[src/rtl/serial_adder.sv]
// Digit-serial adder/subtractor: WIDTH-bit operands summed DIGIT bits per clock, LSB first.
// Define SERIAL_ADDER_SUB_EN to enable the subtract mode selected by the captured sub input.
module serial_adder #(
  parameter int unsigned WIDTH = 8,
  parameter int unsigned DIGIT = 1
) (
  input  logic             clk,
  input  logic             rst,
  input  logic             start,
  input  logic [WIDTH-1:0] a,
  input  logic [WIDTH-1:0] b,
  input  logic             carry_in,
  input  logic             sub,
  output logic             busy,
  output logic             done,
  output logic [WIDTH-1:0] sum,
  output logic             carry_out,
  output logic             overflow
);

  localparam int unsigned N     = WIDTH / DIGIT;
  localparam int unsigned CNT_W = (N > 1) ? $clog2(N) : 1;

  typedef enum logic [1:0] {
    IDLE = 2'd0,
    RUN  = 2'd1,
    DONE = 2'd2
  } state_t;

  state_t           state;
  state_t           state_d;
  logic             accept;
  logic             step;
  logic             last;

  logic [WIDTH-1:0] a_sh;
  logic [WIDTH-1:0] b_sh;
  logic             carry;
  logic [CNT_W-1:0] cnt;

  logic [WIDTH-1:0] b_load;
  logic             seed;
  logic [DIGIT-1:0] dsum;
  logic [DIGIT:0]   chain;
  logic [WIDTH-1:0] a_next;
  logic [WIDTH-1:0] b_next;
  logic [WIDTH-1:0] sum_next;

`ifdef SERIAL_ADDER_SUB_EN
  // Subtract as a + ~b + 1; carry_out then reads as "no borrow".
  assign b_load = sub ? ~b : b;
  assign seed   = sub ? 1'b1 : carry_in;
`else
  logic unused_sub;
  assign b_load     = b;
  assign seed       = carry_in;
  assign unused_sub = sub;
`endif

  // Next-state and control strobes.
  always_comb begin
    state_d = state;
    accept  = 1'b0;
    step    = 1'b0;
    last    = 1'b0;
    case (state)
      IDLE: begin
        if (start) begin
          accept  = 1'b1;
          state_d = RUN;
        end
      end
      RUN: begin
        step = 1'b1;
        if (cnt == CNT_W'(N - 1)) begin
          last    = 1'b1;
          state_d = DONE;
        end
      end
      DONE: begin
        state_d = IDLE;
        if (start) begin
          accept  = 1'b1;
          state_d = RUN;
        end
      end
      default: state_d = IDLE;
    endcase
  end

  // Ripple through one digit; chain[DIGIT-1] is the carry into the digit's top bit.
  always_comb begin
    chain    = '0;
    dsum     = '0;
    chain[0] = carry;
    for (int unsigned i = 0; i < DIGIT; i++) begin
      dsum[i]    = a_sh[i] ^ b_sh[i] ^ chain[i];
      chain[i+1] = (a_sh[i] & b_sh[i]) | (chain[i] & (a_sh[i] ^ b_sh[i]));
    end
  end

  generate
    if (N == 1) begin : g_single
      assign a_next   = '0;
      assign b_next   = '0;
      assign sum_next = WIDTH'(dsum);
    end else begin : g_multi
      assign a_next   = {{DIGIT{1'b0}}, a_sh[WIDTH-1:DIGIT]};
      assign b_next   = {{DIGIT{1'b0}}, b_sh[WIDTH-1:DIGIT]};
      assign sum_next = {dsum, sum[WIDTH-1:DIGIT]};
    end
  endgenerate

  always_ff @(posedge clk) begin
    if (rst) begin
      state <= IDLE;
    end else begin
      state <= state_d;
    end
  end

  // Operand shifters, carry, counter and registered outputs.
  always_ff @(posedge clk) begin
    if (rst) begin
      a_sh      <= '0;
      b_sh      <= '0;
      carry     <= 1'b0;
      cnt       <= '0;
      busy      <= 1'b0;
      done      <= 1'b0;
      sum       <= '0;
      carry_out <= 1'b0;
      overflow  <= 1'b0;
    end else begin
      busy <= (state_d == RUN);
      done <= (state_d == DONE);
      if (accept) begin
        a_sh  <= a;
        b_sh  <= b_load;
        carry <= seed;
        cnt   <= '0;
      end else if (step) begin
        a_sh  <= a_next;
        b_sh  <= b_next;
        carry <= chain[DIGIT];
        sum   <= sum_next;
        cnt   <= cnt + CNT_W'(1);
        if (last) begin
          carry_out <= chain[DIGIT];
          overflow  <= chain[DIGIT-1] ^ chain[DIGIT];
        end
      end
    end
  end

endmodule

[config.mk]
export PLATFORM = sky130hd
export DESIGN_NAME = serial_adder
export DESIGN_NICKNAME = d
export VERILOG_FILES = /design/src/rtl/serial_adder.sv
export SDC_FILE = /design/constraint.sdc
export NUM_CORES = 1
export LEC_CHECK = 0
export ABC_AREA = 1
export CAP_MARGIN = 20
export CORE_UTILIZATION = 66
export CTS_CLUSTER_SIZE = 8
export DETAILED_ROUTE_END_ITERATION = 6
export DONT_BUFFER_PORTS = 1
export PLACE_DENSITY = 0.81
export SLEW_MARGIN = 5
export SYNTH_ARGS = -nofsm -noshare
export SYNTH_HDL_FRONTEND = slang
export SYNTH_SLANG_ARGS = --single-unit
[constraint.sdc]
create_clock -name clk -period 2.65 [get_ports clk]
set_input_delay 0.53 -clock clk [delete_from_list [all_inputs] [get_ports clk]]
set_output_delay 0.53 -clock clk [all_outputs]
set_load 0.02 [all_outputs]
## Yosys cells after proc, flatten, opt, wreduce, memory -nomap -nowiden

Index checks and enable logic that the tools add are counted.

- Add/subtract/negate cells: 1
- Bitwise operators: 7
- Reductions and logical operators: 6
- Eq/ne operators: 5
- Muxes and demuxes: 15

Operator list:

| cell | count |
|---|---|
| 8-bit two-way mux | 4 |
| 1-bit two-way mux | 8 |
| 2-bit one-hot mux with 3 select lines | 1 |
| 2-bit by 1-bit equality test with 1-bit output, second input constant | 2 |
| 2-bit equality test, second input constant | 2 |
| 2-bit two-way mux | 2 |
| 2-bit OR reduction | 2 |
| 3-bit by 1-bit adder with 3-bit output, second input constant | 1 |
| 3-bit equality test, second input constant | 1 |
| 3-bit AND reduction | 1 |
| 1-bit bitwise XOR | 3 |
| 1-bit AND | 2 |
| 2-bit logical NOT | 1 |
| 2-bit AND reduction | 1 |
| 2-bit nonzero test | 1 |
| 1-bit NOT | 1 |
| 1-bit bitwise OR | 1 |

- Output and inout port bits: 12
- Register bits after elaboration: 34
- Bits of input ports: 21
- Word-level logic and storage cells: 44

## Logic depth before layout (Yosys ltp)

Gate-level depths: netlist (run 1).

- Depth after elaboration: 5
- Gate-level depth with buffers: 8
- Gate-level depth less buffers: 8

## Least setup slack after synthesis (run 1)

OpenSTA, ideal clock, no wires.

- Path type: register to register
- From: reg a_sh[0]
- To: reg overflow
- Arrival time: 1.061 ns
- Stages on the path, launching flop included: 5
- Path buffers: 0
- Setup slack: 1.473 ns
- Data required time: 2.534 ns
- Setup time: 0.116 ns
- Clock period less this slack: 1.177 ns
- Cell sequence: dfxtp_1 fa_1 xor2_1 nor2_1 nor2_1

- Longest elaborated chain between the ends: 4
- Elaborated cells between the ends (all ways): 5
- Classes of those cells: 5 x bitwise

RTL lines:

| what | line | RTL |
|---|---|---|
| from (decl) | 36 | `logic [WIDTH-1:0] a_sh;` |
| from (signal assigned) | 143 | `a_sh <= a_next;` |
| 1-bit bitwise XOR | 98 | `chain[i+1] = (a_sh[i] & b_sh[i]) \| (chain[i] & (a_sh[i] ^ b_sh[i]));` |
| 1-bit AND | 98 |  |
| 1-bit bitwise OR * | 98 |  |
| net chain[1] | 44 | `logic [DIGIT:0] chain;` |
| 1-bit bitwise XOR * | 150 | `overflow <= chain[DIGIT-1] ^ chain[DIGIT];` |
| to (signal assigned) | 150 |  |
| to (decl) | 18 | `output logic overflow` |

Mark *: on every way through the listed nets, which the timed path passes. The rest lies on a longest branch.
A chain may end at the register's enable or synchronous reset.

## Final worst setup path (run 1)

- From: reg state[0]
- To: reg b_sh[4]

- Longest elaborated chain between the ends: 4
- Elaborated cells between the ends (all ways): 8
- Classes of those cells: 2 x eq/ne; 3 x mux; 3 x reduce/logical

RTL lines:

| what | line | RTL |
|---|---|---|
| from (decl) | 30 | `state_t state;` |
| from (signal assigned) | 118 | `state <= state_d;` |
| 2-bit equality test or 2-bit logical NOT (tied branches) | 66 | `case (state)` |
| 2-bit OR reduction (no line) | n/a |  |
| 1-bit two-way mux | n/a |  |
| 8-bit two-way mux or 2-bit nonzero test (tied branches) | n/a |  |
| to (signal assigned) | 139 | `b_sh <= b_load;` |
| to (signal assigned) | 144 | `b_sh <= b_next;` |
| to (decl) | 37 | `logic [WIDTH-1:0] b_sh;` |

Several ways; a longest one is shown, not always the timed one.

==> results of run 1 <==
==> metrics by stage <==
step,cells,worst slack [ns]
after detailed placement,232,1.09
final,239,1.06
after global placement,232,1.14
after floorplan,214,1.47
after CTS,239,1.06
after global routing,239,0.924
==> area by class of cell <==
type | count | share of cell area, %
Tap cell | 28 | 2.19
Multi-Input combinational cell | 137 | 44.4
Sequential cell | 34 | 42.5
Inverter | 33 | 8.05
Clock buffer | 7 | 2.81
==> power groups by stage <==
stage / combinational (mW) / clock [mW] / sequential, mW
after floorplan: 0.141 / 0 / 0.596
after global placement: 0.136 / 0 / 0.603
after detailed placement: 0.142 / 0 / 0.605
after CTS: 0.143 / 0.267 / 0.593
after global routing: 0.165 / 0.288 / 0.599
final: 0.142 / 0.254 / 0.593
==> routing by layer <==
layer | GRT usage, % | part of all wire, %
met5 | 0 | 0
met4 | 14.4 | 1.9
met3 | 7.89 | 6.1
met2 | 42.6 | 50
met1 | 29.7 | 42
==> flip-flops by register name, indices dropped and copies added, names as in the netlist, 2 cells and up <==
register,flops
a_sh,8
b_sh,8
cnt,3
state,2
sum,8
==> kinds of logic (layout without fill, tap and decap cells) <==
group	Yosys count	in the layout	synth area share [%]
AND/OR/NAND/NOR	105	105	30.8
buffers and inverters	43	40	13.9
flip-flops	34	34	42.1
AO/OA/AOI/OAI	27	27	8.82
adder cells (fa/ha/maj)	3	3	2.79
XOR/XNOR	2	2	1.55
==> cell usage in the layout (no fill, tap or decap), drive strengths merged <==
cell	count
a21oi	9
clkbuf	7
clkinv	1
dfxtp	34
fa	1
ha	2
inv	32
nand2	41
nand3	19
nor2	37
nor3	8
o21ai	18
xor2	2
==> worst max path at each step <==
stage                     startpoint        to  slack [ns]  cells after the start
final                       state[0]   b_sh[4]        1.06                      7
after global routing        state[0]   b_sh[2]        0.92                      7
after CTS                   state[0]   b_sh[4]        1.06                      7
after detailed placement    state[0]   b_sh[4]        1.09                      7
after global placement      state[0]   b_sh[0]        1.14                      7
after floorplan              a_sh[0]  overflow        1.47                      4
==> worst register-to-register path, cell delays in order, from the launching register on <==
cell	delay, ns
dfxtp_1	0.58
inv_4	0.13
nand2_4	0.28
nand2_2	0.12
inv_2	0.18
nand2_1	0.08
nand2_1	0.07
nor2_1	0.03
==> synthesized netlist by cell type (all sizes together) (2+ instances only) <==
cell type  count  share of area [%]
nor2          37                9.4
nand2         41                 11
xor2           2                1.5
nor3           8                2.5
dfxtp         34                 42
ha             2                1.5
nand3         19                8.0
o21ai         18                5.6
buf           10                6.0
inv           32                7.7
a21oi          9                3.3
==> run summary, run 1 <==
setup TNS: 0 ns
Tcrit/Tclk final: 60.1%
dpl hpwl: 2000 um
GP Congestion: 0.804
Synth Register Bits: 34
Slew @ Worst Pin: 0.402 ns
Max Root-Sink Buffers: 2
Synth Net Count: 238
minimum clock period: 1.59 ns
RSZ-0062 raised after global routing: false
# Post-CTS Setup Buffers: 0
relative slew slack: 73.2%
critical path's most frequent cell: nand2_1
multi-input logic area: 711 sq um
fmax: 628 MHz
Post-Route WL: 2850 um
vias in the first global route: 1,193
Synth cell types: 25
Syn Inst Count: 214
R2R setup slack: 1.06 ns
first-pass GRT wire length: 5000 um
CTS tree: built
DRT Pass-1 Iters: 4
H-tree Lvls: 2
Internal: 700 uW
Initial Util: 71.7%
Routed WL per cell: 11.9 um
die area: 0.00265 sq mm
reg2reg start: state[0]
reg2reg path depth: 7
total congestion overflow: 0
status: finished, final reports clean
layout cell share with drive strength beyond 1: 15.2%
WS Path Type: flop to flop
Net Switching: 289 uW
clock skew: 0.00986 ns
width of the die: 51.5 um
maximum fanout along the worst path: 24
core area: 0.00225 sq mm
async set or reset register ratio after synthesis: 0%
worst path buffer plus inverter count: 2
Worst setup SP type: flop
Post-synth top flop: dfxtp_1
Worst Hold Depth: 1
DRC Markers: 0
vias: 1,259
VDD IR max: 0.530 mV
nets: 235
Lkg Pwr: 0.743 nW
Cell Area, Synth: 0.00162 sq mm
initial antenna violation count: 0
Worst-Skew Late Latency: 0.33 ns
I/O pins: 33
Sw Ratio: 29.2%
average size of a mapped cell: 7.55 sq um
CTS sink count: 34
drt via density: 5.27
max-slew violations: 0
fill count: 179
fin util: 71.0%
Arr. time, crit path: 1.81 ns
Global Route Usage Sum: 25.9%
Flop pwr share: 59.9%
CTS Root Cell: clkbuf_4
Seq/Total Area, Yosys: 42.1%
Crit path largest cell delay: 0.58 ns
Final setup viols: 0
area grow syn2layout: -1.01%
FP Rows: 17
clk slew on worst S/H paths: 0.10 ns
PortBufs: 0
logic gate share of total power: 14.4%
Resize count post-CTS: 0
Design Area, Final: 0.00160 sq mm
FF/Latch Area: 681 sq um
clock power share: 25.7%
DIE HEIGHT: 51.5 um
Worst R2R End: b_sh[4]
Post-synth EDFFs: 0
PD cells: 618 mW/mm^2
Antenna Violating Nets Remaining: 0
Critical Path, Cell by Cell: inv_4, nand2_4, nand2_2, inv_2, nand2_1, nand2_1, nor2_1
dpl cell area: 0.00156 sq mm
Warnings, synthesis: 0
Critical Path RT: 2.87 ns
critical hold path startpoint: rst
Hold Buf Count CTS: 0
max-cap violations: 0
CP top delay family: simple AND/OR/NAND/NOR gates
slowest CP cell: dfxtp_1
total power: 990 uW
Fin. Hold Viols: 0
largest net degree at the start of global routing: 25
CP Capture Type: flop
Worst Hold Path EP: state[1]
min-delay worst type: primary input to flop
DRT iter0 DRCs: 19
Hold WS: 0.249 ns
CTS buffer count: 5
ANT cells: 0
No activity file was read; power rests on OpenSTA's default activity.
==> run 2, diff against run 1 <==
- CORE_UTILIZATION: 66 -> 55
- PLACE_DENSITY: 0.81 -> 0.72
- clock period: 2.65 -> 1.3 ns (I/O delays scaled with it)
==> run 2 against run 1 <==
Compared with the run above:
- cell count rose by 5.0%
- critical path depth fell by 3
- clock power rose by 140%
- core utilization fell by 10 points
- critical endpoint is now overflow
- largest cell class unchanged
- largest power group unchanged
==> run summary, run 2 (synthesis gave the netlist of run 1 again) <==
status: finished, final reports clean
RSZ-0062 raised after global routing: false
Arr. time, crit path: 1.47 ns (-0.34 ns)
Post-Route WL: 2960 um (+3.9%)
most common cell after layout, fill and taps aside: nand2_1
DRT iter0 DRCs: 39 (+20)
most frequent cells in the layout: nand2_1 (36), nor2_1 (34), dfxtp_1 (32)
VDD IR max: 0.959 mV (+81%)
relative slew slack: 69.3% (-3.9 points)
DIE HEIGHT: 56.2 um (+9.2%)
slowest CP cell: fa_1
minimum clock period: 1.24 ns (-0.350 ns)
clock skew: 0.00485 ns (-0.00501 ns)
Global Route Usage Sum: 20.8% (-5.1 points)
max-cap violations: 0 (unchanged)
reg2reg path depth: 4 (-3)
Worst-Skew Late Latency: 0.33 ns (about the same)
largest net degree at the start of global routing: 23 (-8.0%)
first-pass GRT wire length: 5000 um (-0.14%)
width of the die: 56.2 um (+9.2%)
initial antenna violation count: 0 (unchanged)
PD cells: 1270 mW/mm^2 (+110%)
Routed WL per cell: 11.8 um (-1.1%)
fmax: 805 MHz (+28%)
Regs by FF count: a_sh x8, b_sh x8, sum x8
H-tree Lvls: 2 (unchanged)
CTS Root Cell: clkbuf_4
Worst Hold Depth: 2 (+1)
fill count: 252 (+41%)
Lkg Pwr: 0.792 nW (+6.6%)
layout cell share with drive strength beyond 1: 20.0% (+4.8 points)
FP Rows: 19 (+2)
core area: 0.00278 sq mm (+23%)
critical path's most frequent cell: nor2_1
clk slew on worst S/H paths: 0.10 ns (about the same)
CTS sink count: 34 (unchanged)
Final setup viols: 0 (unchanged)
Critical Path RT: 1.53 ns (-1.34 ns)
nets: 243 (+3.4%)
Hold WS: 0.0569 ns (-0.192 ns)
vias in the first global route: 1,172 (-1.8%)
WS Path Type: flop to flop
ANT cells: 0 (unchanged)
vias: 1,274 (+1.2%)
Fin. Hold Viols: 0 (unchanged)
area grow syn2layout: 4.18%
Max Root-Sink Buffers: 2 (unchanged)
setup TNS: 0 ns (unchanged)
drt via density: 5.08 (-3.6%)
Slew @ Worst Pin: 0.459 ns (+0.0575 ns)
CTS buffer count: 5 (unchanged)
Worst setup SP type: flop
Critical Path, Cell by Cell: fa_1, xor2_1, nor2_1, nor2_1
max-slew violations: 0 (unchanged)
Tcrit/Tclk final: 95.6% (+35 points)
DRC Markers: 0 (unchanged)
placed cells: 241 (+3.9%)
I/O pins: 33 (unchanged)
maximum fanout along the worst path: 3 (-88%)
DRT Pass-1 Iters: 4 (unchanged)
total congestion overflow: 0 (unchanged)
die area: 0.00316 sq mm (+19%)
CTS tree: built
non-filler cells, final: 251 (+5.0%)
dpl hpwl: 2140 um (+6.9%)
Initial Util: 58.1% (-14 points)
Antenna Violating Nets Remaining: 0 (unchanged)
CP Capture Type: flop
GP Congestion: 0.801 (-0.40%)
min-delay worst type: primary input to flop
PortBufs: 0 (unchanged)
Crit path largest cell delay: 0.49 ns (-0.09 ns)
run 2: changes by cell type in the layout (fill, tap and decap cells not counted):
cell and delta:
dfxtp_2 +2, inv_2 +1, dlygate4sd3_1 +1, clkbuf_8 +1
dfxtp_1 -2, clkbuf_1 -1, inv_1 -1, clkinv_2 +1
buf_4 +7
run 2: path summary, 6_finish.rpt:
path / from / slack (ns) / to
hold / removal: b[7] / 0.06 / b_sh[7]
hold reg to reg: cnt[2] / 0.48 / cnt[2]
setup reg to reg: a_sh[0] / 0.06 / overflow
setup / recovery: a_sh[0] / 0.06 / overflow
run 2: timing repair:
item                                    4_1_cts  5_1_grt
hold buffers                                  1        0
gates resized for setup                       0        3
endpoints found under the setup margin        0       11
setup buffers                                 0        1
hold endpoints to repair                      9        0
run 2: area by class of cell:
cell class | count | area, sq um | area share (%)
Sequential cell | 34 | 683 | 40.6
Clock inverter | 1 | 5.00 | 0.297
Clock buffer | 7 | 55.1 | 3.27
Timing Repair Buffer | 8 | 62.6 | 3.71
Tap cell | 31 | 38.8 | 2.30
Multi-Input combinational cell | 137 | 711 | 42.2
Inverter | 33 | 129 | 7.65
run 2: worst max-delay path: cells and delay by family (launching register included):
kind                       cells  cell delay, ns
DFF                            1            0.35
adders and majority gates      1            0.49
xor gates and xnor gates       1            0.17
and+or+nand+nor                2            0.15
run 2: through the flow:
| step | setup WS (ns) | power, mW | util [%] | cell area (sq um) |
|---|---|---|---|---|
| 4_1_cts | 0.0465 | 2.15 | 60.2 | 1670 |
| 3_5_place_dp | 0.0672 | 1.54 | 57.7 | 1600 |
| 6_report | 0.0578 | 2.14 | 60.5 | 1680 |
| 5_1_grt | 0.0153 | 2.25 | 60.5 | 1680 |
| 2_1_floorplan | 0.123 | 1.50 | - | 1620 |
| 3_3_place_gp | 0.0789 | 1.53 | 57.7 | 1600 |
run 2: routing by layer:
metal	routed length [um]	up-vias	GRT usage, %	part of all wire, %
li1	-	666	-	-
met1	1290	559	24.7	44
met2	1410	39	33.2	47
met3	172	10	5.35	5.8
met4	92	0	13.2	3.1
met5	0	-	0	0
run 2: power breakdown:
group          total [mW]  switching (mW)  internal (mW)
clock               0.613           0.351          0.262
sequential           1.21          0.0858           1.12
combinational       0.322           0.197          0.124
total                2.14           0.634           1.51
==> run 3, diff against run 2 <==
==> constraint.sdc (replaced) <==
create_clock -name clk -period 1.3 [get_ports clk]
set_input_delay 0.195 -clock clk [delete_from_list [all_inputs] [get_ports clk]]
set_output_delay 0.195 -clock clk [all_outputs]
set_load 0.02 [all_outputs]
==> run 3 against run 2 <==
Compared with the run above:
- via count grew 3.3%
- combinational power is essentially flat
- sequential share of layout area grew 0.18 points
- final area shrank 0.45%
- critical path depth grew 4
==> run summary, run 3 (synthesis gave the netlist of run 1 again) <==
status: finished, final reports clean
Place WS: 0.0715 ns (+0.00429 ns)
Antenna Violating Nets Remaining: 0 (unchanged)
total congestion overflow: 0 (unchanged)
relative slew slack: 68.4% (-0.88 points)
Routed WL per cell: 12.1 um (+2.3%)
reg2reg path depth: 8 (+4)
vias in the first global route: 1,195 (+2.0%)
dpl hpwl: 2180 um (+2.2%)
DRT Pass-1 Iters: 4 (unchanged)
FP Rows: 19 (unchanged)
CTS tree: built
min-delay worst type: primary input to flop
setup TNS: 0 ns (unchanged)
RSZ-0062 raised after global routing: false
R2R setup slack: 0.1 ns (+0.04 ns)
CP Capture Type: flop
width of the die: 56.2 um (unchanged)
Lkg Pwr: 0.784 nW (-0.95%)
max-slew violations: 0 (unchanged)
most frequent cells in the layout: nand2_1 (36), nor2_1 (34), dfxtp_1 (32)
Slew @ Worst Pin: 0.472 ns (+0.0131 ns)
WS Path Type: flop to flop
most common cell after layout, fill and taps aside: nand2_1
critical path endpoint: carry_out
Arr. time, crit path: 1.44 ns (-0.03 ns)
fmax: 833 MHz (+3.4%)
minimum clock period: 1.20 ns (-0.0412 ns)
VDD IR max: 0.805 mV (-16%)
total power: 2.08 mW (-2.8%)
maximum fanout along the worst path: 4 (+1)
initial antenna violation count: 0 (unchanged)
reg2reg start: cnt[0]
Worst R2R End: carry_out
first-pass GRT wire length: 5150 um (+3.2%)
DIE HEIGHT: 56.2 um (unchanged)
Critical Path RT: 1.54 ns (about the same)
I/O pins: 33 (unchanged)
Regs by FF count: a_sh x8, b_sh x8, sum x8
die area: 0.00316 sq mm (unchanged)
clock skew: 0.00546 ns (+0.000610 ns)
drt via density: 5.26 (+3.7%)
DRT iter0 DRCs: 35 (-10%)
Max Root-Sink Buffers: 2 (unchanged)
CTS sink count: 34 (unchanged)
nets: 243 (unchanged)
Fin. Hold Viols: 0 (unchanged)
Final setup viols: 0 (unchanged)
Worst-Skew Late Latency: 0.33 ns (about the same)
layout cell share with drive strength beyond 1: 20.1% (+0.091 points)
PD cells: 1240 mW/mm^2 (-2.3%)
final worst slack: 0.0990 ns (+0.0412 ns)
clk slew on worst S/H paths: 0.10 ns (about the same)
max-cap violations: 0 (unchanged)
area grow syn2layout: 3.72%
Post-Route WL: 3020 um (+1.9%)
critical path startpoint: cnt[0]
Tcrit/Tclk final: 92.4% (-3.2 points)
ANT cells: 0 (unchanged)
core area: 0.00278 sq mm (unchanged)
PortBufs: 0 (unchanged)
DRC Markers: 0 (unchanged)
CTS buffer count: 5 (unchanged)
GP Congestion: 0.797 (-0.49%)
Global Route Usage Sum: 21.3% (+0.49 points)
vias: 1,316 (+3.3%)
Worst setup SP type: flop
H-tree Lvls: 2 (unchanged)
CTS Root Cell: clkbuf_4
largest net degree at the start of global routing: 23 (unchanged)
Initial Util: 58.1% (unchanged)
[run 3: cell types whose count changed in the layout (fill, tap and decap cells not counted), sizes merged]
| cell | change |
|---|---|
| clkbuf | -2 |
| buf | -1 |
| clkinv | +1 |
| dlygate4sd3 | +1 |
[run 3: timing repair]
action                                  CTS  global route
hold endpoints to repair                 11             0
endpoints found under the setup margin    0             9
setup buffers                             0             0
hold buffers                              2             0
gates resized for setup                   0             4
[run 3: through the flow]
step | std cells | util (%) | hold slack (ns) | cell area, sq um
final | 250 | 60.3 | 0.0166 | 1680
after global routing | 250 | 60.3 | 0.0503 | 1680
after CTS | 250 | 60.1 | 0.0171 | 1670
after detailed placement | 241 | 57.7 | 0.261 | 1600
after global placement | 241 | 57.7 | 0.259 | 1600
after floorplan | 214 | - | 0.330 | 1620
[run 3: layer usage]
layer  track usage [%]  vias up  share of wire, %
met3              7.67        8               4.7
met2              34.7       35                48
met4              11.1        0               2.0
li1                  -      678                 -
met5                 0        -                 0
met1              24.3      595                45
[run 3: how the worst min path moves through the flow]
| stage | startpoint | to | slack (ns) | depth (start not counted) |
|---|---|---|---|---|
| floorplan | a[7] | a_sh[7] | 0.33 | 2 |
| global placement | rst | a_sh[0] | 0.26 | 1 |
| detailed placement | rst | carry | 0.26 | 1 |
| CTS | b[7] | b_sh[7] | 0.02 | 2 |
| global route | b[7] | b_sh[7] | 0.05 | 2 |
| finish | b[7] | b_sh[7] | 0.02 | 2 |
[run 3: report_power, final]
group	internal [mW]	total, mW	leakage, nW	switching, mW
Combinational	0.125	0.325	0.473	0.201
Clock	0.194	0.548	0.0308	0.354
Sequential	1.12	1.21	0.280	0.0872
[run 3: critical path, stage by stage (launching register included)]
cell	delay [ns]
dfxtp_2	0.35
ha_1	0.21
ha_1	0.19
inv_2	0.07
nor2_2	0.05
inv_2	0.09
nor2_4	0.04
nand2_1	0.07
nand2_1	0.05
[run 3: final cells by class]
type                    instances  area, sq um
repair buffers                  8         65.1
clock inverters                 2         10.0
clock buffers                   5         37.5
well taps                      31         38.8
fillers                       266         1100
multi-input cells             137          713
flip-flops and latches         34          683
inverters                      33          129
